`config.mk`:
```
export PLATFORM = sky130hd
export DESIGN_NAME = mario_sprite_drawer
export DESIGN_NICKNAME = d
export VERILOG_FILES = /design/src/rtl/mario_sprite_drawer.sv
export SDC_FILE = /design/constraint.sdc
export NUM_CORES = 1
export LEC_CHECK = 0
export ABC_AREA = 1
export ABC_CLOCK_PERIOD_IN_PS = 3600
export BUFFER_PORTS_ARGS = -buffer_cell sky130_fd_sc_hd__buf_2
export CAP_MARGIN = 40
export CORE_UTILIZATION = 58
export DETAILED_ROUTE_END_ITERATION = 16
export GPL_TIMING_DRIVEN = 0
export PLACE_DENSITY_LB_ADDON = 0.15
export SLEW_MARGIN = 20
export SYNTH_ARGS = -nofsm -noshare
export SYNTH_HDL_FRONTEND = slang
export SYNTH_SLANG_ARGS = --single-unit
```
`constraint.sdc`:
```
create_clock -name Clk -period 3.6 [get_ports Clk]
set_input_delay 0.18 -clock Clk [delete_from_list [all_inputs] [get_ports Clk]]
set_output_delay 0.18 -clock Clk [all_outputs]
set_load 0.02 [all_outputs]
```
`src/rtl/mario_sprite_drawer.sv`:
```
`default_nettype none
// ============================================================================
//  Module      : mario_sprite_drawer
//  Description : Composites an animated, optionally mirrored Mario sprite
//                over a background pixel stream. A two-stage pipeline
//                addresses the external sprite ROM and applies the colour
//                key. A frame-tick driven FSM selects the ROM bank
//                (stand / walk1-4 / jump).
//  Revision    : 1.0 - initial release
// ============================================================================
module mario_sprite_drawer #(
  parameter int          SPR_W     = 20,
  parameter int          SPR_H     = 22,
  parameter int          FRAME_DIV = 6,
  parameter logic [11:0] KEY_COLOR = 12'h808
) (
  input  logic        Clk,
  input  logic        Reset_n,
  input  logic        frame_tick,
  input  logic [9:0]  DrawX,
  input  logic [9:0]  DrawY,
  input  logic [11:0] bg_color,
  input  logic [9:0]  mario_x,
  input  logic [9:0]  mario_y,
  input  logic        walking,
  input  logic        facing_left,
  input  logic        airborne,
  output logic [8:0]  read_address,
  output logic [2:0]  frame_sel,
  input  logic [11:0] sprite_color,
  output logic [11:0] pixel_color,
  output logic        sprite_hit
);

  // Step counter must hold 0..FRAME_DIV-1; keep at least one bit.
  localparam int c_CNT_W = (FRAME_DIV > 1) ? $clog2(FRAME_DIV) : 1;

  typedef enum logic [2:0] {
    STAND = 3'd0,
    WALK1 = 3'd1,
    WALK2 = 3'd2,
    WALK3 = 3'd3,
    WALK4 = 3'd4,
    JUMP  = 3'd5
  } state_t;

  state_t             r_state;
  logic [c_CNT_W-1:0] r_step;
  logic               r_face_left;

  logic               r_inbox1;
  logic [11:0]        r_bg1;

  logic               w_in_x;
  logic               w_in_y;
  logic               w_inbox;
  logic [9:0]         w_col;
  logic [9:0]         w_col_m;
  logic [9:0]         w_row;
  logic [8:0]         w_addr;
  logic               w_opaque;

  // Box test in 11 bits so a sprite straddling column/row 1023 never wraps.
  always_comb begin
    w_in_x  = ({1'b0, DrawX} >= {1'b0, mario_x}) &&
              ({1'b0, DrawX} <  ({1'b0, mario_x} + 11'(SPR_W)));
    w_in_y  = ({1'b0, DrawY} >= {1'b0, mario_y}) &&
              ({1'b0, DrawY} <  ({1'b0, mario_y} + 11'(SPR_H)));
    w_inbox = w_in_x && w_in_y;
    w_col   = DrawX - mario_x;
    w_row   = DrawY - mario_y;
    // Mirroring uses the direction latched at the last frame tick only.
    w_col_m = r_face_left ? (10'(SPR_W - 1) - w_col) : w_col;
    w_addr  = 9'(w_row) * 9'(SPR_W) + 9'(w_col_m);
  end

  // Stage 1: sprite ROM address, in-box flag and aligned background colour.
  always_ff @(posedge Clk or negedge Reset_n) begin
    if (!Reset_n) begin
      read_address <= 9'd0;
      r_inbox1     <= 1'b0;
      r_bg1        <= 12'h000;
    end else begin
      read_address <= w_inbox ? w_addr : 9'd0;
      r_inbox1     <= w_inbox;
      r_bg1        <= bg_color;
    end
  end

  // The ROM answers combinationally, so the key test lands in stage 2.
  always_comb begin
    w_opaque = r_inbox1 && (sprite_color != KEY_COLOR);
  end

  // Stage 2: choose sprite or background colour and flag opaque hits.
  always_ff @(posedge Clk or negedge Reset_n) begin
    if (!Reset_n) begin
      pixel_color <= 12'h000;
      sprite_hit  <= 1'b0;
    end else begin
      pixel_color <= w_opaque ? sprite_color : r_bg1;
      sprite_hit  <= w_opaque;
    end
  end

  // Animation FSM: advances only on frame ticks so banks never swap mid-frame.
  always_ff @(posedge Clk or negedge Reset_n) begin
    if (!Reset_n) begin
      r_state     <= STAND;
      r_step      <= '0;
      r_face_left <= 1'b0;
      frame_sel   <= 3'd0;
    end else if (frame_tick) begin
      r_face_left <= facing_left;
      if (airborne) begin
        r_state   <= JUMP;
        r_step    <= '0;
        frame_sel <= 3'd5;
      end else if (!walking) begin
        r_state   <= STAND;
        r_step    <= '0;
        frame_sel <= 3'd0;
      end else begin
        case (r_state)
          WALK1, WALK2, WALK3, WALK4: begin
            if (r_step == c_CNT_W'(FRAME_DIV - 1)) begin
              r_step <= '0;
              case (r_state)
                WALK1:   begin r_state <= WALK2; frame_sel <= 3'd2; end
                WALK2:   begin r_state <= WALK3; frame_sel <= 3'd3; end
                WALK3:   begin r_state <= WALK4; frame_sel <= 3'd4; end
                default: begin r_state <= WALK1; frame_sel <= 3'd1; end
              endcase
            end else begin
              r_step <= r_step + 1'b1;
            end
          end
          default: begin
            // From STAND or JUMP the walk cycle restarts at its first pose.
            r_state   <= WALK1;
            r_step    <= '0;
            frame_sel <= 3'd1;
          end
        endcase
      end
    end
  end

endmodule
`default_nettype wire

```
After elaboration in Yosys (flattened, before gate mapping)
Index checks and enable logic that the tools add are counted.
Widths: inputs -> output; s select.
{"block": "totals", "register_bits": 42, "output_inout_bits": 25, "latchBits": 0, "in_bits": 70, "mem_bits_rw": 0, "mem_count": 0, "wordCells": 45, "romBits": 0}
{"block": "classes", "add_sub_neg": 7, "div_mod_pow": 0, "bitwise": 0, "n_shift": 0, "mul": 1, "eq_ne": 7, "reduce_logical": 6, "magnitude_cmp": 4, "mux": 12}
{"cell": "$mux 3", "n": 8}
{"cell": "$add 10x5->11 const B", "n": 2}
{"cell": "$lt 10x11->1", "n": 2}
{"cell": "$ge 10x10->1", "n": 2}
{"cell": "$mux 9", "n": 2}
{"cell": "$sub 9x9->9", "n": 2}
{"cell": "$mux 12", "n": 1}
{"cell": "$ne 12x12->1 const B", "n": 1}
{"cell": "$add 9x9->9", "n": 1}
{"cell": "$mul 9x3->7 const B", "n": 1}
{"cell": "$pmux 3 s3", "n": 1}
{"cell": "$sub 5x9->9 const A", "n": 1}
{"cell": "$eq 3x2->1 const B", "n": 2}
{"cell": "$eq 3x3->1 const B", "n": 2}
{"cell": "$logic_and 1x1->1", "n": 4}
{"cell": "$ne 4x4->1 const B", "n": 1}
{"cell": "$reduce_or 4->1", "n": 1}
{"cell": "$add 3x1->3 const B", "n": 1}
{"cell": "$eq 3x1->1 const B", "n": 1}
{"cell": "$reduce_and 2->1", "n": 1}

Depth between registers and ports, before layout
Gate-level depths: netlist (run 1).
{"block": "logic_depth", "word_depth": 6, "ltp_mapped": 25, "depth_no_buf": 25}

Least setup slack after synthesis (run 1)
Ideal clock, no wire load.
{"block": "synth_path", "kind": "in2reg", "startpoint": "input port DrawY[0]", "endpoint": "register read_address[8]", "cell_stages": 19, "setup_ns": 0.119, "path_slack_ns": 0.646, "required_time_ns": 3.481, "arrival_ns": 2.835, "path_buffers": 0, "cell_sequence": "inv_1 ha_1 inv_1 fa_1 nand3_1 nand2_2 nand2_2 nand2_2 ha_1 inv_1 fa_1 inv_1 ha_1 inv_1 nor2_1 o21ai_0 nand2_1 a21oi_1 nor2_1"}
{"block": "synth_via", "elab_chain_len": 4, "elab_cells_between_ends": 8, "cone_classes": "2 x add/sub; 1 x mul; 2 x order compare; 1 x mux; 2 x reduce/logical"}
{"item": "start: declaration", "line": "21", "source": "input logic [9:0] DrawY,"}
{"item": "$sub 9x9->9, or another cell as far along", "line": "71", "source": "w_row = DrawY - mario_y;"}
{"item": "$mul 9x3->7 or $logic_and 1x1->1 (tied branches)", "line": "74, 67"}
{"item": "$add 9x9->9 or $logic_and 1x1->1 (tied branches)", "line": "74, 69"}
{"item": "$mux 9 (*)", "line": "84", "source": "read_address <= w_inbox ? w_addr : 9'd0;"}
{"item": "end signal: assignment", "line": "84"}
{"item": "end: declaration", "line": "28", "source": "output logic [8:0] read_address,"}
Every way passes the cells marked *; elsewhere a longest branch is shown, timed or not.
A chain may end at the register's enable or synchronous reset.

Final worst setup path (run 1)
Same ends and word-level chain as after synthesis.

==> flow_metrics.py, run 1 <==
metrics = {
    "outcome": {
        "status": "finished, final reports clean",
    },
    "die": {
        "core_area_um2": 5960,
        "rows": 28,
        "io_pins": 95,
        "die_w_um": 80.6,
        "die_area_um2": 6500,
        "fp.dieH_um": 80.6,
        "initial_core_util": 0.602,
    },
    "clocking": {
        "cts_buffer_depth": 2,
        "cts.clk_slew.worst_paths_ns": 0.07,
        "ctsResizeCount": 0,
        "cts_buffers": 5,
        "ctsRootBufferMaster": "clkbuf_8",
        "postCtsSetupRepairBufs": 0,
        "cts_hold_buf": 13,
        "clkLatencyLatePin_ns": 0.29,
        "clkSinkCount": 42,
        "h-tree-depth": 2,
        "cts_tree": "built",
    },
    "grt": {
        "overflow": 0,
        "grt_pass1_wl_mm": 12.6,
        "grt_pass1_vias": 3088,
        "grt_usage": 0.248,
        "antenna_found_initial": 0,
        "grt_max_degree": 31,
    },
    "pwr": {
        "ir_drop_mv": 0.547,
        "power.density_nw_per_um2": 401,
        "p_int_w": 0.00107,
        "pwr-share-clk": 0.202,
        "p_switching_w": 0.000693,
        "seqPwrFrac": 0.306,
        "p_sw_frac": 0.392,
        "report.power.total_w": 0.00177,
        "p_leak_nw": 2.50,
        "combPwrFrac": 0.493,
    },
    "worst_setup_path": {
        "worstSetupPathType": "in2reg",
        "timing.rr.start": "r_face_left",
        "end_kind": "flop",
        "cp_max_fo": 3,
        "worst_ep_required_time_ns": 3.81,
        "critPathArrivalTime_ns": 3.36,
        "r2r-end": "read_address[8]",
        "r2r_cells": 12,
        "reg2reg_setup_slack_ns": 1.20,
        "start_kind": "primary input",
    },
    "placed_design": {
        "place_congestion": 0.830,
        "hpwl_mm": 6.25,
        "place_ws_ns": 0.168,
        "post_dp_cell_area_um2": 4170,
        "portBuffers": 94,
    },
    "detailed_routing": {
        "drt-pass1-iter-count": 4,
        "drt-total-wl_mm": 7.64,
        "via_count": 3374,
        "route.detailed.drc": 0,
        "drtIter0Drc": 80,
        "wl_per_cell_um": 11.5,
        "avgViaCountPerCell": 5.07,
        "drtAntennaViolNets": 0,
    },
    "timing": {
        "slew_headroom": 0.711,
        "finalSetupViolations": 0,
        "fin_crit_sh": 0.874,
        "fin_setup_tns_ns": 0,
        "clock.fmax_mhz": 318,
        "final_max_slew_viol_count": 0,
        "hold_viol_final": 0,
        "fin_skew_ns": 0.00491,
        "setup_slack_ns": 0.452,
        "fin_crit_ns": 3.15,
        "rsz0062_at_grt": "no",
        "worst_pin_slew_ns": 0.428,
    },
    "logic_synthesis": {
        "synth_edf_count": 0,
        "synth_nets": 601,
        "synth_area_um2": 3590,
        "syn_inst": 474,
        "synth_ff_type": "dfrtp_1",
        "synth-seq-cells": 42,
        "synth.avg_cell_area_um2": 7.57,
        "synth_cell_types": 32,
        "synthArstFlopShare": 1.00,
        "yosys_warnings": 0,
        "seq_area_frac_synth": 0.293,
    },
    "run": {
        "max_cap_viol_count": 0,
    },
    "hold_path": {
        "min_path_type": "in2reg",
        "min_to": "pixel_color[5]",
        "holdPathStages": 3,
        "hp-start": "sprite_color[5]",
    },
    "final_layout": {
        "drive_above_1_share": 0.210,
        "antenna_cells": 0,
        "nFillCells": 482,
        "mostFrequentLayoutCell": "nand2_1",
        "layout_common_cells": "nand2_1, buf_2, inv_1",
        "fin_area_um2": 4410,
        "area_growth_pct": 22.9,
        "nNetsFinal": 716,
    },
}
[cells in the mapped netlist (6+ instances only)]
| library cell | n | area [um2] |
|---|---|---|
| o21ai_0 | 15 | 75.1 |
| inv_1 | 63 | 236 |
| nand2_1 | 126 | 473 |
| xnor2_1 | 7 | 61.3 |
| nor2_1 | 35 | 131 |
| a21oi_1 | 21 | 105 |
| nand3_1 | 30 | 150 |
| xor2_1 | 22 | 193 |
| inv_2 | 6 | 22.5 |
| ha_1 | 53 | 663 |
| dfrtp_1 | 42 | 1050 |
| nand4_1 | 8 | 50.1 |
| nor2_2 | 7 | 43.8 |
[stage by stage]
step | std cells | hold WS, ns | utilization
3_5_place_dp | 644 | 0.0905 | 0.700
2_1_floorplan | 474 | -0.116 | -
4_1_cts | 665 | 0.0962 | 0.740
6_report | 665 | 0.0998 | 0.740
3_3_place_gp | 643 | 0.289 | 0.697
5_1_grt | 665 | 0.107 | 0.740
[how the worst max path moves through the flow]
stage                         from               to  slack (ns)
final                     DrawY[0]  read_address[8]        0.45
after global routing      DrawY[0]  read_address[8]        0.24
after CTS                 DrawY[0]  read_address[8]        0.46
after detailed placement  DrawY[0]  read_address[8]        0.17
after global placement    DrawY[0]  read_address[8]        0.35
after floorplan           DrawY[0]  read_address[8]        0.65
[power groups by stage]
stage	registers (W)	logic (W)	clock network, W
after detailed placement	0.000547	0.000854	0
after global placement	0.000545	0.000815	0
after global routing	0.000545	0.000996	0.000383
after CTS	0.000540	0.000874	0.000361
after floorplan	0.000586	0.000598	0
final	0.000540	0.000871	0.000356
[flip-flops by register name, summed over array words and instances, names as in the netlist]
| signal | cells |
|---|---|
| pixel_color | 12 |
| r_bg1 | 12 |
| r_face_left | 1 |
| r_inbox1 | 1 |
| r_state | 3 |
| r_step | 3 |
| read_address | 9 |
| sprite_hit | 1 |
[worst max-delay path, cell delays in order]
cell,delay [ns]
buf_2,0.09
inv_1,0.05
ha_1,0.17
inv_1,0.07
fa_1,0.42
nand3_1,0.15
nand2_2,0.10
nand2_2,0.09
nand2_2,0.06
ha_1,0.30
inv_1,0.06
fa_1,0.53
inv_1,0.05
ha_1,0.29
inv_1,0.09
nor2_1,0.07
o21ai_0,0.20
nand2_1,0.11
nand3_1,0.09
nand2_1,0.05
nor2_1,0.14
[final cells by class]
type,count,area [um2],area share
inverters,69,259,0.0588
well taps,75,93.8,0.0213
repair buffers,108,621,0.141
clock inverters,1,30.0,0.00681
flip-flops and latches,42,1050,0.239
clock buffers,7,76.3,0.0173
multi-input cells,360,2260,0.514
plain buffers,3,11.3,0.00256
[metal layers]
metal  track usage  vias up  routed length [um]
li1              -     1760                   -
met1         0.281     1509                3330
met2         0.473       99                3870
met3        0.0352        6                 353
met4        0.0714        0                  80
met5             0        -                   0
[cell families (layout without fill, tap and decap cells)]
kind of cell | after synthesis | in the layout | share of synthesized area
AOI/OAI and AO/OA | 50 | 50 | 0.0775
xor gates and xnor gates | 29 | 29 | 0.0708
adders and majority gates | 57 | 57 | 0.207
buffers and inverters | 72 | 188 | 0.0754
DFF | 42 | 42 | 0.293
and+or+nand+nor | 224 | 224 | 0.276
Power figures use the tool's default switching activity.
==> inputs of run 2 (changes only) <==
Settings changed: ABC_CLOCK_PERIOD_IN_PS 3600 to 2580, CORE_UTILIZATION 58 to 49.
Clock period 3.6 ns to 2.58 ns, I/O delays scaled along.
==> run 2 against run 1 <==
The flow now finishes with violations (setup timing). Flip-flop and latch count unchanged. Non-clock buffer count up 26. First-iteration DRC count down 7.5%. Clock skew about the same. Count of clock-buffer cells in the layout down 1. Hold slack worse by 0.059 ns. Setup slack worse by 0.55 ns. Critical path type unchanged. Critical endpoint unchanged. Largest power group unchanged.
==> flow_metrics.py, run 2 (synthesized netlist as in run 1, its figures left out) <==
metrics = {
    "outcome": {
        "status": "finished, violations left",
        "violations": "setup timing",
    },
    "timing": {
        "hold_viol_final": 0,
        "worst_pin_slew_ns": 0.499,
        "fin_crit_ns": 2.67,
        "holdWs_ns": 0.0412,
        "final_max_slew_viol_count": 0,
        "setup_slack_ns": -0.0932,
        "fin_crit_sh": 1.04,
        "finalSetupViolations": 1,
        "clock.fmax_mhz": 374,
        "slew_headroom": 0.664,
        "fin_skew_ns": 0.00502,
        "rsz0062_at_grt": "yes",
        "fin_setup_tns_ns": -0.0932,
    },
    "die": {
        "initial_core_util": 0.516,
        "io_pins": 95,
        "fp.dieH_um": 87.5,
        "rows": 30,
        "die_w_um": 87.5,
        "core_area_um2": 6940,
        "die_area_um2": 7660,
    },
    "pwr": {
        "seqPwrFrac": 0.238,
        "ir_drop_mv": 0.256,
        "power.density_nw_per_um2": 609,
        "pwr-share-clk": 0.199,
        "p_switching_w": 0.00122,
        "combPwrFrac": 0.563,
        "p_leak_nw": 2.72,
        "p_int_w": 0.00192,
        "p_sw_frac": 0.389,
    },
    "grt": {
        "grt_max_degree": 30,
        "overflow": 0,
        "antenna_found_initial": 0,
        "grt_usage": 0.214,
        "grt_pass1_vias": 3271,
        "grt_pass1_wl_mm": 13.1,
    },
    "clocking": {
        "clkLatencyLatePin_ns": 0.29,
        "cts_tree": "built",
        "h-tree-depth": 2,
        "cts_buffer_depth": 2,
        "ctsRootBufferMaster": "clkbuf_8",
        "cts.clk_slew.worst_paths_ns": 0.08,
        "clkSinkCount": 42,
        "cts_buffers": 5,
    },
    "final_layout": {
        "layout_common_cells": "nand2_1, buf_2, inv_1",
        "mostFrequentLayoutCell": "nand2_1",
        "area_growth_pct": 44.0,
        "fin_util": 0.744,
        "largest_registers": "pixel_color: 12 flops, r_bg1: 12 flops, read_address: 9 flops",
        "instances_no_fill": 712,
        "antenna_cells": 0,
        "multi_input_area_um2": 2710,
        "seqCellArea_um2": 1050,
        "nNetsFinal": 742,
        "fin_area_um2": 5160,
        "nFillCells": 553,
        "drive_above_1_share": 0.367,
    },
    "detailed_routing": {
        "drtIter0Drc": 74,
        "route.detailed.drc": 0,
        "via_count": 3505,
        "avgViaCountPerCell": 4.92,
        "wl_per_cell_um": 11.7,
        "drt-total-wl_mm": 8.34,
        "drt-pass1-iter-count": 4,
        "drtAntennaViolNets": 0,
    },
    "worst_setup_path": {
        "critPathArrivalTime_ns": 2.90,
        "worstSetupPathType": "in2reg",
        "start_kind": "primary input",
        "cp_max_fo": 3,
        "worst_ep_required_time_ns": 2.80,
        "end_kind": "flop",
    },
    "placed_design": {
        "hpwl_mm": 6.08,
        "place_congestion": 0.828,
        "dpl.cell_count": 665,
        "post_dp_cell_area_um2": 4280,
        "portBuffers": 94,
    },
    "hold_path": {
        "min_path_type": "in2reg",
    },
    "run": {
        "max_cap_viol_count": 0,
    },
}
==> run 2: timing repair <==
| item | 4_1_cts | 5_1_grt |
|---|---|---|
| setup endpoints to repair | 2 | 2 |
| pin swaps | 15 | 51 |
| endpoints found under the hold margin | 25 | 0 |
| setup buffers | 15 | 11 |
| resized for setup | 19 | 73 |
| hold buffers | 13 | 0 |
| cloned | 0 | 0 |
==> run 2: layout make-up <==
type | instances | share of cell area
Buffer | 3 | 0.00218
Clock buffer | 6 | 0.0160
Clock inverter | 2 | 0.0116
Inverter | 69 | 0.0555
Multi-Input combinational cell | 360 | 0.524
Sequential cell | 42 | 0.204
Tap cell | 96 | 0.0233
Timing Repair Buffer | 134 | 0.164
==> run 2: path summary, 6_finish.rpt <==
kind	from	end	slack, ns	cells after the start
max in group asynchronous	Reset_n	r_state[0]	1.87	3
min in group asynchronous	Reset_n	sprite_hit	0.26	2
setup reg to reg	r_face_left	read_address[7]	0.24	13
setup / recovery	mario_y[0]	read_address[8]	-0.09	25
hold reg to reg	r_bg1[10]	pixel_color[10]	0.44	2
hold / removal	sprite_color[9]	pixel_color[9]	0.04	3
==> run 2: metal layers <==
metal  GRT usage  share of wire
met4      0.0864          0.024
met2       0.401           0.52
met1       0.245           0.42
met5           0              0
met3      0.0292          0.037
==> run 2: stage by stage <==
stage | total power (W) | setup slack, ns
2_1_floorplan | 0.00170 | -0.140
3_3_place_gp | 0.00196 | -0.500
3_5_place_dp | 0.00200 | -0.535
4_1_cts | 0.00276 | -0.0700
5_1_grt | 0.00338 | -0.258
6_report | 0.00315 | -0.0932
==> run 2: power groups by stage <==
| stage | logic (W) | clock network, W | registers, W |
|---|---|---|---|
| 3_3_place_gp | 0.00120 | 0 | 0.000762 |
| 5_1_grt | 0.00196 | 0.000664 | 0.000758 |
| 6_report | 0.00177 | 0.000626 | 0.000750 |
| 3_5_place_dp | 0.00124 | 0 | 0.000762 |
| 2_1_floorplan | 0.000879 | 0 | 0.000817 |
| 4_1_cts | 0.00137 | 0.000636 | 0.000750 |
==> run 2: worst max-delay path: stages <==
cell and delay (ns):
buf_2 0.11, ha_4 0.16, inv_4 0.06, fa_2 0.29, nand3_4 0.13, nand2_4 0.10, nand2_4 0.06, buf_4 0.13
buf_4 0.12, buf_4 0.12, buf_4 0.13, buf_4 0.12, buf_4 0.12, buf_4 0.13, buf_4 0.12, buf_4 0.13
nand3_2 0.04, nand2_1 0.07, nand2_1 0.10, nand3_2 0.09, nand2_2 0.08, nand2_2 0.06, nand3_2 0.08, nand2_1 0.05
nor2_1 0.12
